**config.mk**
```make
export PLATFORM = sky130hd
export DESIGN_NAME = rs_encoder
export DESIGN_NICKNAME = d
export VERILOG_FILES = /design/src/rtl/rs_encoder.sv
export SDC_FILE = /design/constraint.sdc
export NUM_CORES = 1
export LEC_CHECK = 0
export ABC_AREA = 0
export CAP_MARGIN = 20
export CORE_MARGIN = 10
export CORE_UTILIZATION = 55
export CTS_BUF_LIST = sky130_fd_sc_hd__clkbuf_2
export DETAILED_ROUTE_END_ITERATION = 7
export GPL_ROUTABILITY_DRIVEN = 0
export PLACE_DENSITY_LB_ADDON = 0.1
export SYNTH_ARGS = -nofsm -noshare
export SYNTH_HDL_FRONTEND = slang
export SYNTH_SLANG_ARGS = --single-unit
```
**constraint.sdc**
```tcl
create_clock -name clk -period 2.77 [get_ports clk]
set_input_delay 0.277 -clock clk [delete_from_list [all_inputs] [get_ports clk]]
set_output_delay 0.277 -clock clk [all_outputs]
set_load 0.01 [all_outputs]
```
**src/rtl/rs_encoder.sv**
```systemverilog
// Systematic RS(255,251) encoder over GF(2^8): passes the message through and appends
// four parity symbols from an LFSR dividing by g(x) = (x+a^0)(x+a^1)(x+a^2)(x+a^3).
//
// state  | meaning
// IDLE   | waiting for an accepted sop; non-sop symbols are dropped
// DATA   | message symbols pass to dout while the LFSR accumulates parity
// PARITY | r3..r0 shifted out on four cycles, input stalled

module rs_encoder #(
    parameter int MSG_LEN = 251,
    parameter int NPAR    = 4
) (
    input  logic       clk,
    input  logic       rst,
    input  logic       din_val,
    input  logic       din_sop,
    input  logic       din_eop,
    input  logic [7:0] din,
    output logic       din_rdy,
    output logic       dout_val,
    output logic       dout_sop,
    output logic       dout_eop,
    output logic [7:0] dout,
    output logic       len_err,
    output logic       busy
);

    typedef enum logic [1:0] {
        IDLE   = 2'd0,
        DATA   = 2'd1,
        PARITY = 2'd2
    } state_t;

    localparam logic [7:0] LEN      = 8'(MSG_LEN);
    localparam logic [1:0] LAST_PAR = 2'(NPAR - 1);

    // Multiply by a constant in GF(2^8) mod 0x11D; with k fixed this folds to XOR gates.
    function automatic logic [7:0] gf_mul_const(input logic [7:0] a, input logic [7:0] k);
        logic [7:0] acc;
        logic [7:0] x;
        acc = 8'h00;
        x   = a;
        for (int i = 0; i < 8; i++) begin
            if (k[i]) acc = acc ^ x;
            x = x[7] ? ((x << 1) ^ 8'h1D) : (x << 1);
        end
        return acc;
    endfunction

    state_t     state, state_n;
    logic [7:0] r3, r2, r1, r0;
    logic [7:0] r3_n, r2_n, r1_n, r0_n;
    logic [7:0] cnt, cnt_n, cnt_inc;
    logic [1:0] pcnt, pcnt_n;
    logic [7:0] dout_n;
    logic       val_n, sop_n, eop_n, lerr_n;
    logic       acc, at_max;
    logic [7:0] fb;
    logic [7:0] shift_in3, shift_in2, shift_in1;

    assign din_rdy = (state != PARITY);
    assign busy    = (state != IDLE);

    always_comb begin
        state_n = state;
        r3_n    = r3;
        r2_n    = r2;
        r1_n    = r1;
        r0_n    = r0;
        cnt_n   = cnt;
        pcnt_n  = pcnt;
        dout_n  = dout;
        val_n   = 1'b0;
        sop_n   = 1'b0;
        eop_n   = 1'b0;
        lerr_n  = 1'b0;

        acc     = din_val && din_rdy;
        // A sop symbol starts a fresh division, so the old remainder is ignored.
        fb        = din ^ (din_sop ? 8'h00 : r3);
        shift_in3 = din_sop ? 8'h00 : r2;
        shift_in2 = din_sop ? 8'h00 : r1;
        shift_in1 = din_sop ? 8'h00 : r0;
        cnt_inc   = din_sop ? 8'd1 : cnt + 8'd1;
        at_max    = (cnt_inc == LEN);

        case (state)
            IDLE, DATA: begin
                if (acc && (din_sop || state == DATA)) begin
                    r3_n    = shift_in3 ^ gf_mul_const(fb, 8'h0F);
                    r2_n    = shift_in2 ^ gf_mul_const(fb, 8'h36);
                    r1_n    = shift_in1 ^ gf_mul_const(fb, 8'h78);
                    r0_n    = gf_mul_const(fb, 8'h40);
                    cnt_n   = cnt_inc;
                    dout_n  = din;
                    val_n   = 1'b1;
                    sop_n   = din_sop;
                    state_n = DATA;
                    if (state == DATA && din_sop) lerr_n = 1'b1;
                    if (din_eop || at_max) begin
                        state_n = PARITY;
                        pcnt_n  = 2'd0;
                        // Error when eop came early, or the count filled without an eop.
                        if (din_eop != at_max) lerr_n = 1'b1;
                    end
                end
            end
            PARITY: begin
                dout_n = r3;
                val_n  = 1'b1;
                eop_n  = (pcnt == LAST_PAR);
                r3_n   = r2;
                r2_n   = r1;
                r1_n   = r0;
                r0_n   = 8'h00;
                pcnt_n = pcnt + 2'd1;
                if (pcnt == LAST_PAR) begin
                    state_n = IDLE;
                    cnt_n   = 8'd0;
                end
            end
            default: state_n = IDLE;
        endcase
    end

    always_ff @(posedge clk) begin
        if (rst) begin
            state    <= IDLE;
            r3       <= 8'h00;
            r2       <= 8'h00;
            r1       <= 8'h00;
            r0       <= 8'h00;
            cnt      <= 8'd0;
            pcnt     <= 2'd0;
            dout     <= 8'h00;
            dout_val <= 1'b0;
            dout_sop <= 1'b0;
            dout_eop <= 1'b0;
            len_err  <= 1'b0;
        end else begin
            state    <= state_n;
            r3       <= r3_n;
            r2       <= r2_n;
            r1       <= r1_n;
            r0       <= r0_n;
            cnt      <= cnt_n;
            pcnt     <= pcnt_n;
            dout     <= dout_n;
            dout_val <= val_n;
            dout_sop <= sop_n;
            dout_eop <= eop_n;
            len_err  <= lerr_n;
        end
    end

endmodule
```
# After elaboration in Yosys (flattened, before gate mapping)
# Index checks and enable logic that the tools add are counted.
# totals
word_cells	120
in_bits	13
ff_bits	56
# classes
bitwise	22
reduce_logical	15
addsub	2
n_eq_ne	9
muxes	60
# op_table
cell	count
$mux 8	36
$xor 8x8->8	13
$pmux 8 s2	6
$mux 5	6
$not 4->4	6
$mux 2	5
$add 8x1->8 const B	1
$eq 8x8->1 const B	1
$ne 2x2->1 const B	4
$pmux 2 s2	2
$reduce_and 3->1	2
$eq 2x2->1 const B	2
$mux 1	4
$reduce_and 2->1	2
$reduce_bool 2->1	2
$reduce_or 2->1	2
$logic_and 1x1->1	3
$not 1->1	3
$reduce_or 3->1	1
$add 2x1->2 const B	1
$eq 2x1->1 const B	1
$logic_not 2->1	1
$logic_or 1x1->1	2
$pmux 1 s2	1
$ne 1x1->1	1

# Logic depth before layout (Yosys ltp)
# Gate-level depths: netlist (run 1).
# logic_depth
depth_word	22
ltp_mapped	11
depth_no_buf	10

# Least setup slack after synthesis (run 1)
# Ideal clock, no wire load.
# synth_timing
path_kind	reg2reg
startpoint	register r3[7]
endpoint	register r1[3]
stages_incl_launch_ff	8
n_path_buf	1
path_slack_ps	602
arrival_ps	2065
cell_sequence	dfxtp_1 -> buf_4 -> xnor2_1 -> nor2_1 -> xnor2_4 -> xor3_1 -> mux2i_1 -> a2111oi_2
# synth_between
elab_chain_len	20
word_cells_on_any_way	24
cone_classes	15 x mux; 9 x bitwise
# synth_lines
element	line_no	text
start: declaration	51	logic [7:0] r3, r2, r1, r0;
start signal: assignment	142	r3 <= r3_n;
$mux 8 (*)	80	fb = din ^ (din_sop ? 8'h00 : r3);
$xor 8x8->8 (*)	80	
$mux 5 (*)	45	x = x[7] ? ((x << 1) ^ 8'h1D) : (x << 1);
$mux 5	45	
$not 4->4 (no line)	--	
$mux 5	45	
$not 4->4 (no line)	--	
$mux 5	45	
[4 not listed]	--	
$mux 8	89	if (acc && (din_sop || state == DATA)) begin
$mux 8	87	case (state)
$xor 8x8->8 (*)	44	if (k[i]) acc = acc ^ x;
$mux 8 (*)	89	
$mux 8 (*)	87	
$xor 8x8->8 (*)	92	r1_n = shift_in1 ^ gf_mul_const(fb, 8'h78);
$mux 8 (*)	89	
$pmux 8 s2 (*)	87	
end signal: assignment	144	r1 <= r1_n;
end: declaration	51	
# Every way passes the cells marked *; elsewhere a longest branch is shown, timed or not. The select of a mux whose other input is x is not followed.
# A chain may end at the register's enable or synchronous reset.

# Worst setup path in the final report (run 1)
# layout_timing
startpoint	register r3[7]
endpoint	register r2[3]
# layout_between
elab_chain_len	17
word_cells_on_any_way	24
cone_classes	16 x mux; 8 x bitwise
# layout_lines
element	line_no	text
$mux 8 (*)	80	
$xor 8x8->8 (*)	80	
$mux 5 (*)	45	
$mux 8 (tied with other cells)	89	
$mux 8 (tied with other cells)	87	
$xor 8x8->8 / $mux 5 (equally long branches)	44, 45	
$mux 8 / $not 4->4 (equally long branches)	--	
$mux 8 / $mux 5 (equally long branches)	87, 45	
$xor 8x8->8	44	
$mux 8	89	
$mux 8	87	
$xor 8x8->8 (*)	44	
$mux 8 (*)	89	
$mux 8 (*)	87	
$xor 8x8->8 (*)	91	r2_n = shift_in2 ^ gf_mul_const(fb, 8'h36);
$mux 8 (*)	89	
$pmux 8 s2 (*)	87	
end signal: assignment	143	r2 <= r2_n;
end: declaration	51	
# Marks and branches as above.

==> reports/metrics.cfg, run 1 <==
[run_status]
status = finished clean

[job]
max-cap-violations = 0

[synthesis]
ys_ff_latch = 56
synth.top_cells.by_area = dfxtp_1 31%, xnor2_1 11%, xor2_1 5.6%, nor2_1 5.2%, a21oi_1 4.3%
synth_edf_count = 0
synth.distinct_cells = 56
ys.flop_type = dfxtp_1
async_reset_ff_share_pct = 0
yosysSeqAreaShare_pct = 31.0
synth.net_count = 448
syn_area_per_cell_um2 = 8.37
yosysTopAreaCellShare_pct = 31.0
synth_top_cell_by_area = dfxtp_1
yosys_warnings = 0
netlist_area_mm2 = 0.00361
synthCells = 432

[worst_setup_path]
crit_path_max_fanout = 10
end_kind = register
worstPathArrival_ns = 2.89
r2r-start = r3[7]$_SDFFE_PP0P_
slowest_stage = dfxtp_1
worstPathRequired_ns = 3.15
reg2regPathDepth = 7
rrSetupSlack_ns = 0.26
worstPathCellList = xnor2_1 > nor2_1 > xnor2_2 > xor2_2 > xnor2_1 > a211o_1 > a311oi_1
critPathMostFrequentCell = xnor2_1
cp-start-kind = register
worstSetupPathType = reg2reg
max_stage_delay_ns = 0.69
r2r-end = r2[3]$_SDFFE_PP0P_

[floorplanning]
num_rows = 29
dieArea_mm2 = 0.0102
floorplan.initialDensity_pct = 56.9
io_pins = 27
die_x_um = 101
die_y_um = 101
coreArea_mm2 = 0.00635

[finish]
area_delta_synth_final_pct = 15.6
multi_input_comb_area_mm2 = 0.00235
layout-drive-gt1-share_pct = 11.7
fillers = 552
layout.cells.most_common = dfxtp_1
nets = 486
seq_area_mm2 = 0.00112
final_area_mm2 = 0.00418
final_cell_mix = 56 x dfxtp_1, 49 x nor2_1, 44 x xnor2_1
diodes = 0

[clock_tree]
cts_resized = 0
clockBufferDepth = 2
clk_pin_slew_worst_paths_ns = 0.28
ctsHoldBuffers = 0
cts_tree = done
cts.sink_count = 56
insertion_delay_ns = 0.46
cts_buffers = 5
cts-htree-levels = 2
post_cts_buffers = 0
clockRootBuffer = clkbuf_2

[drt]
drt_iter0_markers = 249
dr.pass1.iters = 5
vias_per_cell = 6.01
routed_wl_um = 9740
postRouteAntennaNets = 0
route.detailed.drc = 0
wl_per_cell_um = 17.8
vias = 3295

[sta]
period_share_pct = 90.5
slew_headroom_pct = 44.8
worstMarginPinSlew_ns = 0.825
rsz0062_at_grt = false
max_clock_freq_mhz = 399
fin_crit_ns = 2.51
fin_tns_setup_ns = 0
finalSetupViolCount = 0
fin_skew_ns = 0.0162
slew_viol_final = 0
final_hold_viol_count = 0

[place]
io_buffers = 26
postPlaceCellArea_mm2 = 0.00413
dp_hpwl_um = 7060

[pwr]
powerDensity_mw_per_mm2 = 706
p_leak_nw = 1.62
vdd_drop_max_mv = 0.382

[worst_hold_path]
hp-start = din_val
min_to = state[0]$_SDFFE_PP0P_
whs_path_depth = 2
min_path_type = in2reg

[global_route]
grtUsageTotal_pct = 18.6
grt_pass1_vias = 3028
grt-ovfl-total = 0
grt_pass1_wl_um = 15700
antenna_found_initial = 0
grt_max_degree = 40

layer usage:
layer | vias to the layer above | part of all wire [%] | track usage [%]
met5 | - | 0 | 0
met4 | 0 | 1.0 | 4.50
met3 | 9 | 6.3 | 2.95
met2 | 109 | 48 | 29.6
met1 | 1580 | 45 | 25.6
li1 | 1597 | - | -
cell usage after synthesis (all sizes together), types with 2 or more instances:
library cell / n
a2111oi: 5
a211o: 3
a211oi: 8
a21oi: 31
a221oi: 2
a22o: 7
a22oi: 12
a311oi: 7
a31oi: 2
a41oi: 2
and3: 5
buf: 7
clkbuf: 22
dfxtp: 56
ha: 3
inv: 7
mux2i: 6
nand2: 36
nand2b: 4
nand3: 10
nand4: 3
nor2: 51
nor2b: 8
nor3: 4
o211ai: 5
o21ai: 24
o22ai: 4
or2: 2
or3: 2
or3b: 2
xnor2: 47
xnor3: 5
xor2: 25
xor3: 2
how the worst max path moves through the flow:
stage | startpoint | end
finish | r3[7]$_SDFFE_PP0P_ | r2[3]$_SDFFE_PP0P_
global route | r3[7]$_SDFFE_PP0P_ | r1[7]$_SDFFE_PP0P_
CTS | r3[7]$_SDFFE_PP0P_ | r2[6]$_SDFFE_PP0P_
detailed placement | din[7] | r3[7]$_SDFFE_PP0P_
global placement | din[7] | r1[6]$_SDFFE_PP0P_
floorplan | r3[7]$_SDFFE_PP0P_ | r1[3]$_SDFFE_PP0P_
critical path, delay by kind of cell, from the launching register on:
kind | cells | cell delay, ns
xor gates and xnor gates | 4 | 1.15
AOI/OAI and AO/OA | 2 | 0.50
and+or+nand+nor | 1 | 0.09
DFF | 1 | 0.69
power by group:
group	switching [mW]	total, mW	internal (mW)
clock network	0.268	0.337	0.0688
logic	0.812	1.59	0.783
registers	0.109	1.02	0.910
total	1.19	2.95	1.76
metrics by stage:
stage                     cells  util [%]  power (mW)  setup slack, ns  hold slack (ns)
final                       548      65.8        2.95            0.264            0.436
after global placement      540      65.1        2.56          0.00535            0.442
after CTS                   548      65.8        2.94            0.247            0.424
after floorplan             432         -        2.14            0.602            0.396
after global routing        548      65.8        3.13           0.0680            0.419
after detailed placement    540      65.1        2.60          -0.0359            0.446
layout make-up:
cell class	count	share of cell area [%]
Inverter	8	0.719
Clock buffer	6	0.719
Tap cell	77	2.31
Sequential cell	56	26.8
Clock inverter	2	0.329
Multi-Input combinational cell	339	56.2
Timing Repair Buffer	60	12.9
sequential cells by signal, indices dropped and copies added, names as in the netlist:
register  flops
r1            8
dout          8
r3            8
r2            8
pcnt          2
dout_sop      1
dout_val      1
len_err       1
dout_eop      1
cnt           8
r0            8
state         2
cells by family after synthesis:
kind of cell / share of synthesized area, %
compound gates: 22.0
xor+xnor: 23.2
fa+ha+maj: 1.04
buf+inv: 4.15
flops: 31.0
mux: 1.97
simple gates: 16.6
No activity file was read; power rests on OpenSTA's default activity.
==> run 2, diff against run 1 <==
--- a/config.mk
+++ b/config.mk
@@ -12,6 +12,7 @@
 export CTS_BUF_LIST = sky130_fd_sc_hd__clkbuf_2
 export DETAILED_ROUTE_END_ITERATION = 7
 export GPL_ROUTABILITY_DRIVEN = 0
+export MAX_ROUTING_LAYER = met4
 export PLACE_DENSITY_LB_ADDON = 0.1
 export SYNTH_ARGS = -nofsm -noshare
 export SYNTH_HDL_FRONTEND = slang
==> reports/metrics.cfg, run 2 (synthesis gave the netlist of run 1 again) <==
[sta]
max_clock_freq_mhz = 395
worstMarginPinSlew_ns = 0.789
finalSetupViolCount = 0
fin_skew_ns = 0.0140
fin_tns_setup_ns = 0
holdWs_ns = 0.453
fin_crit_ns = 2.53
period_share_pct = 91.4
rsz0062_at_grt = false
slew_headroom_pct = 47.2
worst_slack_ns = 0.238
slew_viol_final = 0
final_hold_viol_count = 0

[worst_hold_path]
min_path_type = in2reg

[finish]
fin_cells = 548
final_cell_mix = 56 x dfxtp_1, 49 x nor2_1, 44 x xnor2_1
diodes = 0
nets = 486
layout-drive-gt1-share_pct = 11.7
final_util_pct = 65.8
area_delta_synth_final_pct = 15.6
layout.cells.most_common = dfxtp_1
final_area_mm2 = 0.00418

[drt]
postRouteAntennaNets = 0
wl_per_cell_um = 17.8
routed_wl_um = 9770
dr.pass1.iters = 5
vias_per_cell = 6.03
vias = 3306
route.detailed.drc = 0
drt_iter0_markers = 262

[global_route]
antenna_found_initial = 0
grtUsageTotal_pct = 19.2
grt_pass1_vias = 3024
grt_pass1_wl_um = 15700
grt_max_degree = 40
grt-ovfl-total = 0

[floorplanning]
die_x_um = 101
floorplan.initialDensity_pct = 56.9
num_rows = 29
dieArea_mm2 = 0.0102
io_pins = 27
die_y_um = 101
coreArea_mm2 = 0.00635

[worst_setup_path]
worstPathArrival_ns = 2.92
crit_buf_inv = 0
max_stage_delay_ns = 0.69
slowest_stage = dfxtp_1
critPathMostFrequentCell = xnor2_1
cp-start-kind = register
worstSetupPathType = reg2reg
crit_path_max_fanout = 10
worstPathCellList = xnor2_1 > nor2_1 > xnor2_2 > xor2_1 > xnor2_1 > and4b_1 > a211o_1
end_kind = register
worstPathRequired_ns = 3.16
crit_family = XOR/XNOR gates

[pwr]
total_power_mw = 2.96
switching_share_pct = 40.4
internal_power_mw = 1.76
combPwrFrac_pct = 54.0
switching_power_mw = 1.20
p_seq_share_pct = 34.5
vdd_drop_max_mv = 0.385
p_clk_share_pct = 11.5
powerDensity_mw_per_mm2 = 708
p_leak_nw = 1.62

[clock_tree]
cts_resized = 0
cts.sink_count = 56
cts_buffers = 5
clk_pin_slew_worst_paths_ns = 0.28
ctsHoldBuffers = 0
insertion_delay_ns = 0.46
clockBufferDepth = 2
clockRootBuffer = clkbuf_2
cts-htree-levels = 2
post_cts_buffers = 0
cts_tree = done

[run_status]
status = finished clean

[place]
dp_slack_ns = -0.0359
io_buffers = 26
postPlaceCellArea_mm2 = 0.00413
dp_hpwl_um = 7060
placed_cells = 540

[job]
max-cap-violations = 0

[run 2: cell counts in the layout (fill, tap and decap cells not counted)]
No cell type changed its count.
[run 2: final timing paths]
path	startpoint	endpoint	slack, ns	cells past startpoint
worst max register to register	r3[7]$_SDFFE_PP0P_	r1[6]$_SDFFE_PP0P_	0.24	7
worst max-delay path	r3[7]$_SDFFE_PP0P_	r1[6]$_SDFFE_PP0P_	0.24	7
worst min register to register	dout[0]$_SDFFE_PP0P_	dout[0]$_SDFFE_PP0P_	0.47	2
worst min-delay path	din_val	state[0]$_SDFFE_PP0P_	0.45	2
[run 2: worst register-to-register path: stages (launching register included)]
cell     delay (ns)
dfxtp_1        0.69
xnor2_1        0.15
nor2_1         0.31
xnor2_2        0.25
xor2_1         0.38
xnor2_1        0.20
and4b_1        0.24
a211o_1        0.26
[run 2: cell type report]
class	instances	area (um^2)
multi-input combinational	339	2350
fill	552	2170
sequential	56	1120
timing repair buffer	60	541
tap	77	96.3
clock buffer	6	30.0
inverter	8	30.0
clock inverter	2	13.8
[run 2: power by group through the flow]
stage          Sequential [mW]  Clock (mW)  Combinational (mW)
6_report                  1.02       0.340                1.60
5_1_grt                   1.03       0.372                1.73
4_1_cts                   1.02       0.344                1.59
3_5_place_dp              1.03           0                1.57
3_3_place_gp              1.03           0                1.54
2_1_floorplan            0.992           0                1.15
[run 2: routing by layer]
layer / up-vias / global-route usage (%) / wire, um
met2: 116 / 29.5 / 4560
met4: 0 / 4.50 / 132
met1: 1576 / 25.7 / 4370
met3: 13 / 2.95 / 704
met5: - / - / 0
li1: 1601 / - / -
